===== config.mk =====
export PLATFORM = sky130hd
export DESIGN_NAME = mem_access_ctrl
export DESIGN_NICKNAME = d
export VERILOG_FILES = /design/src/rtl/mem_access_ctrl.sv
export SDC_FILE = /design/constraint.sdc
export NUM_CORES = 1
export LEC_CHECK = 0
export BUFFER_PORTS_ARGS = -buffer_cell sky130_fd_sc_hd__clkbuf_2
export CORE_MARGIN = 8
export CORE_UTILIZATION = 40
export CTS_BUF_LIST = sky130_fd_sc_hd__clkbuf_8
export DETAILED_ROUTE_END_ITERATION = 8
export PLACE_DENSITY = 0.84
export SYNTH_ARGS = -nofsm -noshare
export SYNTH_HDL_FRONTEND = slang
export SYNTH_SLANG_ARGS = --single-unit

===== constraint.sdc =====
create_clock -name clk -period 1.7 [get_ports clk]
set_clock_uncertainty 0.05 [all_clocks]
set_input_delay 0.425 -clock clk [delete_from_list [all_inputs] [get_ports clk]]
set_output_delay 0.425 -clock clk [all_outputs]
set_load 0.03 [all_outputs]

===== src/rtl/mem_access_ctrl.sv =====
// Memory-stage controller: issues one cache request per memory instruction,
// stalls the EX latch until the access completes, and registers the MEM/WB result.
module mem_access_ctrl (
   input  logic        clk,
   input  logic        rst,
   input  logic        mem_write_en,
   input  logic        mem_to_reg,
   input  logic        reg_write,
   input  logic [31:0] alu_result,
   input  logic [31:0] read_data_2,
   input  logic [4:0]  rd_num,
   input  logic        is_mem_inst,
   input  logic        is_word,
   input  logic        halted,
   output logic        mem_req,
   output logic        mem_we,
   output logic [31:0] mem_addr,
   output logic [31:0] mem_wdata,
   output logic [3:0]  mem_wmask,
   input  logic        mem_ack,
   input  logic [31:0] mem_rdata,
   output logic        cache_done,
   output logic        reg_write_out,
   output logic        mem_to_reg_out,
   output logic        halted_out,
   output logic [4:0]  rd_num_out,
   output logic [31:0] wb_data_out
);

   typedef enum logic [1:0] {IDLE, BUSY, DONE} state_t;

   state_t      state, state_nxt;
   logic        acc;
   logic        wb_load;
   logic [31:0] rdata_q;
   logic [7:0]  load_byte;
   logic [31:0] load_val;

   // a halted instruction is treated as a bubble and never reaches the cache
   assign acc = is_mem_inst & ~halted;

   always_ff @(posedge clk) begin
      if (rst) state <= IDLE;
      else     state <= state_nxt;
   end

   always_comb begin
      state_nxt = state;
      case (state)
         IDLE:    if (acc) state_nxt = mem_ack ? DONE : BUSY;
         BUSY:    if (mem_ack) state_nxt = DONE;
         DONE:    state_nxt = IDLE;
         default: state_nxt = IDLE;
      endcase
   end

   always_comb begin
      mem_req    = 1'b0;
      cache_done = 1'b0;
      wb_load    = 1'b0;
      if (!rst) begin
         case (state)
            IDLE: begin
               mem_req    = acc;
               cache_done = acc;
               wb_load    = ~acc;
            end
            BUSY: begin
               mem_req    = 1'b1;
               cache_done = 1'b1;
            end
            DONE:    wb_load = 1'b1;
            default: ;
         endcase
      end
   end

   // request fields come straight from the latch, which is frozen while stalled
   assign mem_we    = mem_write_en;
   assign mem_addr  = {alu_result[31:2], 2'b00};
   assign mem_wdata = is_word ? read_data_2 : {4{read_data_2[7:0]}};
   assign mem_wmask = is_word ? 4'b1111 : (4'b0001 << alu_result[1:0]);

   always_ff @(posedge clk) begin
      if (rst)                    rdata_q <= 32'h0;
      else if (mem_req & mem_ack) rdata_q <= mem_rdata;
   end

   assign load_byte = rdata_q[{alu_result[1:0], 3'b000} +: 8];
   assign load_val  = is_word ? rdata_q : {{24{load_byte[7]}}, load_byte};

   always_ff @(posedge clk) begin
      if (rst) begin
         reg_write_out  <= 1'b0;
         mem_to_reg_out <= 1'b0;
         halted_out     <= 1'b0;
         rd_num_out     <= 5'd0;
         wb_data_out    <= 32'h0;
      end else if (wb_load) begin
         reg_write_out  <= reg_write;
         mem_to_reg_out <= mem_to_reg;
         halted_out     <= halted;
         rd_num_out     <= rd_num;
         wb_data_out    <= (mem_to_reg & acc) ? load_val : alu_result;
      end
   end

endmodule


==> impl_metrics.json <==
{
  "status": "completed",
  "nNetsFinal": 714,
  "num_vias": 3740,
  "grt_usage": 0.203,
  "fp.dieW_um": 112,
  "power_frac_seq": 0.430,
  "synth-main-ff-cell": "dfxtp_1",
  "max-vdd-ir-drop_v": 0.000460,
  "postPlaceCellArea_um2": 4680,
  "fin_tns_setup_ps": 0,
  "wirelength_mm": 12.9,
  "finalPower_mw": 4.43,
  "worstSetupEndpointType": "output pin",
  "clockBufferDepth": 2,
  "clkPwrFrac": 0.317,
  "drtPass1Iterations": 4,
  "start_util": 0.404,
  "clk_pin_slew_worst_paths_ps": 80,
  "grt_max_degree": 33,
  "maxCapViolCount": 0,
  "fin_crit_ps": 1660,
  "clock_latency_ps": 350,
  "rows": 35,
  "htreeDepth": 3,
  "ant_nets": 0,
  "hp-class": "primary input to flip-flop",
  "die_y_um": 112,
  "drtIter0Drc": 186,
  "gp_congestion": 0.922,
  "synthCells": 423,
  "floorplan.io_pins": 221,
  "root_buffer": "clkbuf_8",
  "cts_tree": "yes",
  "slew_violations": 0,
  "p_int_mw": 2.97,
  "synthesis.area_um2": 3660,
  "cp.arrival_ps": 1190,
  "hold_slack_ps": 228,
  "finalCritPeriodShare": 0.978,
  "syn2layout_area_growth_pct": 34.4,
  "via_per_inst": 5.19,
  "synthArstFlopShare": 0,
  "avgRoutedWirePerCell_um": 17.9,
  "crit_fanout": 9,
  "swShare": 0.329,
  "final_util": 0.543,
  "fillCellCount": 834,
  "drive_gt1_frac": 0.456,
  "fin_cells": 720,
  "ys_warn_count": 0,
  "num_antenna_cells": 0,
  "cts_setup_buffers": 0,
  "synth.avg_cell_area_um2": 8.66,
  "floorplan.core_area_um2": 9060,
  "ys_ff_latch": 74,
  "final_cell_area_um2": 4920,
  "worstSetupPathType": "primary input to output pin",
  "startpoint_type": "primary input",
  "final-hold-violation-count": 0,
  "combPwrFrac": 0.254,
  "die_area_um2": 12500,
  "drc_errors": 0,
  "cts_made_buffers": 9,
  "grt_pass1_vias": 4089,
  "ys_types": 33,
  "synth_edf_count": 0,
  "fin_ws_ps": 37.8,
  "grt_overflow": 0,
  "finalSetupViolCount": 0,
  "yosysSeqAreaShare": 0.404,
  "fmax_ghz": 0.602,
  "antenna_found_initial": 0,
  "p_per_area_nw_per_um2": 899,
  "dp_hpwl_mm": 10.6,
  "numPortBuffers": 216,
  "cts_sinks": 74,
  "p_switching_mw": 1.46,
  "dp.cells": 704,
  "power.leakage_nw": 2.68,
  "grt_pass1_wl_mm": 20.5,
  "cp_data_required_time_ps": 1220,
  "pre_cts_ws_ps": -136
}
power by group through the flow:
| stage | combinational [mW] | clock, mW | sequential [mW] |
|---|---|---|---|
| after CTS | 1.12 | 1.42 | 1.90 |
| after detailed placement | 1.12 | 0 | 1.94 |
| after global routing | 1.20 | 1.50 | 1.91 |
| final | 1.12 | 1.40 | 1.90 |
| after global placement | 1.09 | 0 | 1.94 |
| after floorplan | 0.596 | 0 | 2.08 |
worst paths after layout:
path | startpoint | end | slack [ps] | depth (start not counted)
min reg2reg | wb_data_out[22] | wb_data_out[22] | 420 | 1
min | mem_ack | state[0] | 230 | 2
max reg2reg | rdata_q[23] | wb_data_out[26] | 90 | 4
max | is_word | mem_wdata[23] | 40 | 6
area by class of cell:
type | instances | area, um2 | share of cell area
timing repair buffer | 241 | 1340 | 0.272
inverter | 5 | 18.8 | 0.00381
clock buffer | 11 | 151 | 0.0308
clock inverter | 5 | 53.8 | 0.0109
sequential | 74 | 1480 | 0.301
multi-input combinational | 273 | 1740 | 0.353
tap | 111 | 139 | 0.0282
cell usage in the layout, fill, tap and decap left out, types with 2 or more instances in the layout:
cell	n
dfxtp_1	73
nand2b_1	6
a21oi_1	30
mux2_2	7
mux2i_1	40
buf_6	2
o21ai_0	29
inv_2	2
o2bb2ai_1	25
nand2_1	58
a21oi_2	3
inv_1	4
o21ai_1	4
clkbuf_2	206
clkbuf_4	4
conb_1	2
buf_4	20
buf_2	5
clkbuf_8	11
clkinvlp_4	2
nor2_1	41
nor2_2	2
a32o_1	6
a22oi_1	7
buf_12	4
sequential cells by signal (all words and copies together), names as in the netlist:
name,flops
halted_out,1
reg_write_out,1
mem_to_reg_out,1
rd_num_out,5
wb_data_out,32
rdata_q,32
state,2
logic make-up (layout without fill, tap and decap cells):
family                 after synthesis  in the layout  synth area share
AOI/OAI and AO/OA                  112            112             0.205
muxes                               48             48             0.137
DFF                                 74             74             0.404
other                                1              2           0.00102
and+or+nand+nor                    111            111             0.122
buffers and inverters               77            262             0.131
metal layers:
metal	share of wire	track usage	wire, um
met1	0.37	0.207	4820
met2	0.51	0.374	6530
met3	0.091	0.0617	1180
met4	0.029	0.0912	368
met5	0	0	0
worst max-delay path, stage by stage:
cell      delay [ps]
clkbuf_2         150
inv_2             80
buf_6            130
nand2_1          110
nand2_1           80
clkbuf_2         200
synthesized netlist by cell type, types with 2 or more instances:
master / number / area, um2
o2bb2ai_1: 25 / 219
mux2_2: 7 / 78.8
a21oi_2: 3 / 26.3
buf_4: 45 / 338
dfxtp_1: 74 / 1480
clkbuf_1: 19 / 71.3
o21ai_1: 3 / 15.0
nand2_1: 58 / 218
o21ai_0: 31 / 155
a32o_1: 6 / 60.1
inv_1: 5 / 18.8
buf_6: 2 / 22.5
buf_2: 5 / 25.0
a22oi_1: 7 / 52.6
mux2i_1: 40 / 400
nor2_1: 42 / 158
nand2b_1: 6 / 37.5
a21oi_1: 30 / 150
repair_timing:
| action | in CTS | in global routing |
|---|---|---|
| hold buffers | 0 | 0 |
| endpoints found under the setup margin | 2 | 26 |
| gates resized for setup | 4 | 18 |
| gates cloned | 0 | 0 |
No activity file was read; power rests on OpenSTA's default activity.
